[src/rtl/if_fetch.sv]
// Instruction fetch stage: owns the PC, issues credit-limited word fetches, and
// presents buffered {pc, inst} pairs to decode. IF_PERF_CNT_EN adds perf counters.
module if_fetch #(
  parameter int                PC_W     = 12,
  parameter logic [PC_W-1:0]   RESET_PC = 12'h000,
  parameter int                DEPTH    = 2,
  parameter logic [31:0]       NOP_INST = 32'h00000013
) (
  input  logic            clk,
  input  logic            rst,
  output logic            imem_req_o,
  output logic [PC_W-1:0] imem_addr_o,
  input  logic            imem_gnt_i,
  input  logic            imem_rvalid_i,
  input  logic [31:0]     imem_rdata_i,
  input  logic            stall_i,
  input  logic            flush_i,
  input  logic [PC_W-1:0] redirect_pc_i,
  output logic [PC_W-1:0] pc_o,
  output logic [31:0]     inst_o,
  output logic            inst_valid_o
`ifdef IF_PERF_CNT_EN
  ,
  output logic [31:0]     perf_fetch_o,
  output logic [31:0]     perf_bubble_o
`endif
);

  localparam int AW = $clog2(DEPTH);
  localparam int CW = AW + 1;
  localparam logic [CW:0] DEPTH_W = (CW + 1)'(DEPTH);

  typedef enum logic {RUN, DRAIN} state_t;

  state_t            state_q, state_d;
  logic [PC_W-1:0]   fetch_pc_q, fetch_pc_d;
  logic [PC_W-1:0]   resp_pc_q, resp_pc_d;
  logic [CW-1:0]     out_q, out_d;
  logic [CW-1:0]     q_cnt_q, q_cnt_d;
  logic [AW-1:0]     wr_ptr_q, wr_ptr_d;
  logic [AW-1:0]     rd_ptr_q, rd_ptr_d;
  logic [PC_W-1:0]   q_pc_q   [DEPTH];
  logic [31:0]       q_inst_q [DEPTH];
  logic [PC_W-1:0]   pc_q, pc_d;
  logic [31:0]       inst_q, inst_d;
  logic              valid_q, valid_d;

  logic              issue;
  logic              push;
  logic              load;
  logic [PC_W-1:0]   redirect_pc;
  logic              unused_redirect_lsb;

  assign redirect_pc         = {redirect_pc_i[PC_W-1:2], 2'b00};
  assign unused_redirect_lsb = ^redirect_pc_i[1:0];

  // rst gates the request so nothing is issued while the stage is held in reset
  assign imem_req_o  = !rst && (state_q == RUN) && !flush_i &&
                       (({1'b0, out_q} + {1'b0, q_cnt_q}) < DEPTH_W);
  assign imem_addr_o = fetch_pc_q;
  assign issue       = imem_req_o && imem_gnt_i;
  assign push        = imem_rvalid_i && (state_q == RUN) && !flush_i;
  assign load        = !flush_i && (q_cnt_q != '0) && (!valid_q || !stall_i);

  always_comb begin
    state_d    = RUN;
    fetch_pc_d = fetch_pc_q;
    resp_pc_d  = resp_pc_q;
    wr_ptr_d   = wr_ptr_q;
    rd_ptr_d   = rd_ptr_q;
    q_cnt_d    = q_cnt_q;
    pc_d       = pc_q;
    inst_d     = inst_q;
    valid_d    = valid_q;
    out_d      = out_q + CW'(issue) - CW'(imem_rvalid_i);

    if (flush_i || state_q == DRAIN) begin
      state_d = (out_d != '0) ? DRAIN : RUN;
    end

    if (flush_i) begin
      fetch_pc_d = redirect_pc;
      resp_pc_d  = redirect_pc;
      wr_ptr_d   = '0;
      rd_ptr_d   = '0;
      q_cnt_d    = '0;
      valid_d    = 1'b0;
      inst_d     = NOP_INST;
    end else begin
      if (issue) fetch_pc_d = fetch_pc_q + PC_W'(4);
      if (push) begin
        resp_pc_d = resp_pc_q + PC_W'(4);
        wr_ptr_d  = wr_ptr_q + AW'(1);
      end
      if (load) rd_ptr_d = rd_ptr_q + AW'(1);
      q_cnt_d = q_cnt_q + CW'(push) - CW'(load);

      if (load) begin
        pc_d    = q_pc_q[rd_ptr_q];
        inst_d  = q_inst_q[rd_ptr_q];
        valid_d = 1'b1;
      end else if (!stall_i) begin
        valid_d = 1'b0;
        inst_d  = NOP_INST;
      end
    end
  end

  always_ff @(posedge clk) begin
    if (rst) begin
      state_q    <= RUN;
      fetch_pc_q <= RESET_PC;
      resp_pc_q  <= RESET_PC;
      out_q      <= '0;
      q_cnt_q    <= '0;
      wr_ptr_q   <= '0;
      rd_ptr_q   <= '0;
      pc_q       <= RESET_PC;
      inst_q     <= NOP_INST;
      valid_q    <= 1'b0;
    end else begin
      state_q    <= state_d;
      fetch_pc_q <= fetch_pc_d;
      resp_pc_q  <= resp_pc_d;
      out_q      <= out_d;
      q_cnt_q    <= q_cnt_d;
      wr_ptr_q   <= wr_ptr_d;
      rd_ptr_q   <= rd_ptr_d;
      pc_q       <= pc_d;
      inst_q     <= inst_d;
      valid_q    <= valid_d;
    end
  end

  // Queue storage needs no reset; occupancy is tracked by q_cnt_q
  always_ff @(posedge clk) begin
    if (!rst && push) begin
      q_pc_q[wr_ptr_q]   <= resp_pc_q;
      q_inst_q[wr_ptr_q] <= imem_rdata_i;
    end
  end

  always_ff @(posedge clk) begin
    if (!rst) begin
      assert (!(push && q_cnt_q == CW'(DEPTH)))
        else $error("if_fetch: push into full fetch queue");
    end
  end

  assign pc_o         = pc_q;
  assign inst_o       = inst_q;
  assign inst_valid_o = valid_q;

`ifdef IF_PERF_CNT_EN
  logic [31:0] perf_fetch_q, perf_bubble_q;

  always_ff @(posedge clk) begin
    if (rst) begin
      perf_fetch_q  <= '0;
      perf_bubble_q <= '0;
    end else begin
      if (load && perf_fetch_q != 32'hFFFF_FFFF)
        perf_fetch_q <= perf_fetch_q + 32'd1;
      if (!valid_q && !stall_i && perf_bubble_q != 32'hFFFF_FFFF)
        perf_bubble_q <= perf_bubble_q + 32'd1;
    end
  end

  assign perf_fetch_o  = perf_fetch_q;
  assign perf_bubble_o = perf_bubble_q;
`endif

endmodule

[config.mk]
export PLATFORM = sky130hd
export DESIGN_NAME = if_fetch
export DESIGN_NICKNAME = d
export VERILOG_FILES = /design/src/rtl/if_fetch.sv
export SDC_FILE = /design/constraint.sdc
export NUM_CORES = 1
export LEC_CHECK = 0
export ABC_AREA = 1
export ABC_CLOCK_PERIOD_IN_PS = 7100
export BUFFER_PORTS_ARGS = -buffer_cell sky130_fd_sc_hd__buf_2
export CAP_MARGIN = 20
export CORE_UTILIZATION = 25
export CTS_CLUSTER_SIZE = 16
export DETAILED_ROUTE_END_ITERATION = 10
export SYNTH_ARGS = -nofsm -noshare
export SYNTH_HDL_FRONTEND = slang
export SYNTH_SLANG_ARGS = --single-unit
[constraint.sdc]
create_clock -name clk -period 7.1 [get_ports clk]
set_input_delay 0.71 -clock clk [delete_from_list [all_inputs] [get_ports clk]]
set_output_delay 0.71 -clock clk [all_outputs]
set_load 0.05 [all_outputs]
Word-level counts from Yosys, hierarchy flattened --
Memory sizes are Yosys's and may differ from the RTL's. A register that Yosys moved wholly into a read port is not among the register bits. Index checks and enable logic that the tools add are counted.
Operators by class: reduce and logical (&&, ||, !) cells 22, add/subtract/negate cells 9, mux-type cells 13, equality and inequality tests 1, magnitude comparators 1, bitwise operators 3
Operators by type and width (number):
- two-way mux 32 bit | 2
- two-way mux 12 bit | 4
- adder 12 x 3 -> 12 bit (second input constant) | 2
- logical AND 1 bit | 9
- nonzero test 2 bit | 4
- two-way mux 1 bit | 7
- adder 2 x 1 -> 2 bit | 2
- logical NOT 1 bit | 4
- OR reduction 2 bit | 2
- subtractor 2 x 1 -> 2 bit | 2
- adder 2 x 2 -> 3 bit | 1
- < comparator 3 x 2 -> 1 bit (second input constant) | 1
- inverter 1 bit | 3
- adder 1 bit (second input constant) | 2
- logical OR 1 bit | 2
- != test 2 x 1 -> 1 bit (second input constant) | 1
- AND reduction 2 bit | 1
Word-level totals: input bits 50, register bits 64, memories 2, output and inout bits 58, logic and storage cells 62, memory bits (writable) 88
Memories:
- q_inst_q | words 2, bits a word 32, rd ports 1, clocked after memory_dff 1, wr ports 1, RTL line 43 | logic [31:0] q_inst_q [DEPTH];
- q_pc_q | words 2, bits a word 12, rd ports 1, clocked after memory_dff 1, wr ports 1, RTL line 42 | logic [PC_W-1:0] q_pc_q [DEPTH];

Depth between registers and ports, before layout --
word-level depth 9, mapped depth 12, depth with buffers taken out 11

Least setup slack after synthesis --
Ideal clock, no wire load.
path type input-to-reg, start in flush_i, end mem q_inst_q[0][0], enable pin, arrival time 2.892 ns, required time 6.659 ns, cell stages on the path 4, setup slack 3.767 ns, path buffers 1, cell sequence buf_6 > nor2_8 > nand2_1 > nor2_1
Between the ends: cells in the longest elaborated chain, start to end 5
Ends and longest elaborated chain:
- start, declared | RTL line 17 | input logic flush_i,
- logical NOT 1 bit | RTL line 62 | assign push = imem_rvalid_i && (state_q == RUN) && !flush_i;
- logical AND 1 bit | RTL line 62
- logical AND 1 bit | RTL line 137 | if (!rst && push) begin
- two-way mux 1 bit | RTL line 137
- two-way mux 1 bit (not written as such) | RTL line 139 | q_inst_q[wr_ptr_q] <= imem_rdata_i;
- end, declared | RTL line 43
No other way between the ends.

Worst setup path in the final report --
start in flush_i, end out imem_req_o
Between the ends: cells in the longest elaborated chain, start to end 3
Ends and longest elaborated chain:
- logical NOT 1 bit | RTL line 58 | assign imem_req_o = !rst && (state_q == RUN) && !flush_i &&
- logical AND 1 bit (2 in a row) | RTL line 58
- end, declared | RTL line 11 | output logic imem_req_o,
No other way between the ends.

==> flow_summary.ini <==
[routing]
drt_first_iter_violations = 310
via_per_inst = 4.15
first_pass_iters = 4
drc_errors = 0
routed_wl_um = 14200
ant_nets = 0
wl_per_cell_um = 13.2
via_count = 4460

[clock_tree]
cts_tree = built
clock_path_buffers = 2
post_cts_buffers = 0
clockRootBuffer = clkbuf_16
ctsHoldBuffers = 0
clock_latency_ns = 0.42
clkTransAtPathRegs_ns = 0.06
ctsResizeCount = 0
cts.sinks = 155
cts_inserted_buffers = 17
htreeDepth = 4

[yosys]
ys.flop_type = edfxtp_1
avgSynthCellArea_um2 = 9.70
synth.mux.area_fraction_pct = 0
yosysUniqueCellTypes = 38
synth.cell_area_um2 = 6210
yosysSeqAreaShare_pct = 63.5
synthTopCellsByArea = edfxtp_1 (41%), dfxtp_1 (23%), nand2_1 (13%), a21oi_1 (4.0%), inv_1 (2.6%)
synthSimpleGateAreaFrac_pct = 19.1
synth_xor_area_share_pct = 0.846
async_flop_share_pct = 0
synthAdderAreaFrac_pct = 1.53
synthTopCellsByCount = nand2_1 (223), edfxtp_1 (84), dfxtp_1 (71), a21oi_1 (49), inv_1 (43)
synth-seq-cells = 155
syn_inst = 640
yosysTopAreaCell = edfxtp_1
synth_compound_area_share_pct = 8.97
yosysMostFrequentCell = nand2_1
synth-edff-count = 84
synth_warnings = 0
synth_top_area_share_pct = 40.6
synth_top_family_by_area = simple AND/OR/NAND/NOR gates

[layout]
drive_gt1_share_pct = 19.7
final.fill_count = 2502
area_delta_synth_final_pct = 22.6
fin_nets = 795
n_antenna_cell = 0

[placement]
portBuffers = 101
dp_hpwl_um = 9180
place.gp.congestion = 0.772
pre_cts_slack_ns = 4.26

[floorplan]
num_io_pins = 108
die_h_um = 160
core_um2 = 24300
rows = 57
fp.dieW_um = 160
die-area_um2 = 25500
start_util_pct = 25.5

[timing]
hold_viol = 0
drv_slew = 0
setup_slack_ns = 4.31
setup_viol = 0
slew_headroom_pct = 56.2
timing.final.crit_period_ns = 2.79
timing.hold.ws_ns = 0.458
rsz0062_at_grt = false
fin_crit_sh_pct = 39.3
tightest_slew_ns = 0.656
tns_ns = 0
skew_ns = 0.0122
timing.fmax_mhz = 358

[power_and_ir_drop]
p_sw_w = 0.000520
switching_share_pct = 25.0
leakage_nw = 3.10
p_comb_share_pct = 8.3
internal_power_w = 0.00156
power_frac_clock_pct = 43.7
power_density_nw_per_um2 = 273
ir_drop_mv = 0.118
power_frac_seq_pct = 48.0

[job]
max_cap_violations = 0

[outcome]
outcome = complete, no violations

[setup_path]
required_ns = 6.39
cp.arrival_ns = 2.08
cp-start-kind = input port
cp-end-kind = output port
critPathKind = input port to output port
crit_fanout = 33

[global_routing]
grt_pass1_wl_um = 22800
antenna_found_initial = 0
grt.total_usage_pct = 11.7
grt.overflow.total = 0
grt_max_degree = 56
grt_pass1_vias = 4199

[worst_hold_path]
hold_class = register to register
==> area by class of cell <==
class	instances	area, µm²	share of cell area, %
sequential	155	3940	51.8
inverter	46	175	2.30
multi-input combinational	411	1930	25.4
clock buffer	20	447	5.87
clock inverter	12	138	1.81
tap	324	405	5.33
timing repair buffer	107	571	7.50
==> power by group through the flow <==
stage | Sequential, W | Combinational [W] | Clock [W]
after floorplan | 0.00104 | 0.0000945 | 0
after global placement | 0.00101 | 0.000171 | 0
after detailed placement | 0.00102 | 0.000174 | 0
after CTS | 0.000996 | 0.000175 | 0.000932
after global routing | 0.00100 | 0.000193 | 0.000968
final | 0.000996 | 0.000172 | 0.000907
==> logic make-up (layout without fill, tap and decap cells) <==
family,Yosys count,count (layout)
AO/OA/AOI/OAI,103,103
XOR/XNOR,6,6
adder cells (fa/ha/maj),7,7
buffers and inverters,77,185
flip-flops,155,155
other,1,4
AND/OR/NAND/NOR,291,291
==> metal layers <==
metal	wire (µm)	vias to the layer above	track usage [%]
li1	-	2322	-
met1	6500	2021	14.6
met2	6800	104	19.3
met3	799	13	3.57
met4	132	0	3.28
met5	0	-	0
==> registers in the layout, summed over array words and instances, names as in the netlist, named ones only <==
signal	count
imem_addr_o	10
inst_o	32
inst_valid_o	1
out_q	2
pc_o	10
q_cnt_q	2
q_inst_q	64
q_pc_q	20
rd_ptr_q	1
resp_pc_q	10
state_q	1
wr_ptr_q	1
==> layout by cell type, fill, tap and decap left out, types with 2 or more instances in the layout <==
cell	synthesis	routed
buf_2	6	101
clkinv_4	0	2
o21ai_0	29	29
nor2_1	28	25
a21oi_1	49	49
inv_1	43	43
nand3_1	29	29
conb_1	1	4
a31oi_1	12	12
o21bai_1	3	3
clkinv_2	0	2
a21boi_0	2	2
buf_4	6	5
inv_6	0	4
clkinvlp_4	0	2
o21ai_1	3	3
ha_1	6	6
bufinv_16	0	2
clkbuf_1	11	2
edfxtp_1	84	84
xnor2_1	3	3
nand4_1	4	4
nand2_1	223	223
dfxtp_1	71	71
o21a_1	2	2
clkbuf_16	0	17
xor2_1	3	3
nor2_4	1	4
==> metrics by stage <==
step,total power [W],std cells,cell area (µm²),utilization [%]
global placement,0.00119,1042,7000,28.8
floorplan,0.00114,643,6220,-
CTS,0.00210,1075,7610,31.3
global route,0.00216,1075,7610,31.3
detailed placement,0.00119,1043,7030,28.9
finish,0.00207,1075,7610,31.3
==> critical path, cell delays in order <==
cell    delay [ns]
buf_2         0.25
nor2_8        0.27
inv_1         0.06
buf_4         0.26
nor4_1        0.20
buf_2         0.31
==> path summary, 6_finish.rpt <==
kind                                         startpoint                 endpoint  slack [ns]  depth (start not counted)
worst max register to register    q_cnt_q[0]$_SDFF_PP0_       state_q$_SDFF_PP0_        4.69                         11
worst min-delay path            inst_o[10]$_SDFFE_PP0P_  inst_o[10]$_SDFFE_PP0P_        0.46                          2
worst max-delay path                            flush_i               imem_req_o        4.31                          6
worst min register to register  inst_o[10]$_SDFFE_PP0P_  inst_o[10]$_SDFFE_PP0P_        0.46                          2
(Power assumes the default switching activity.)
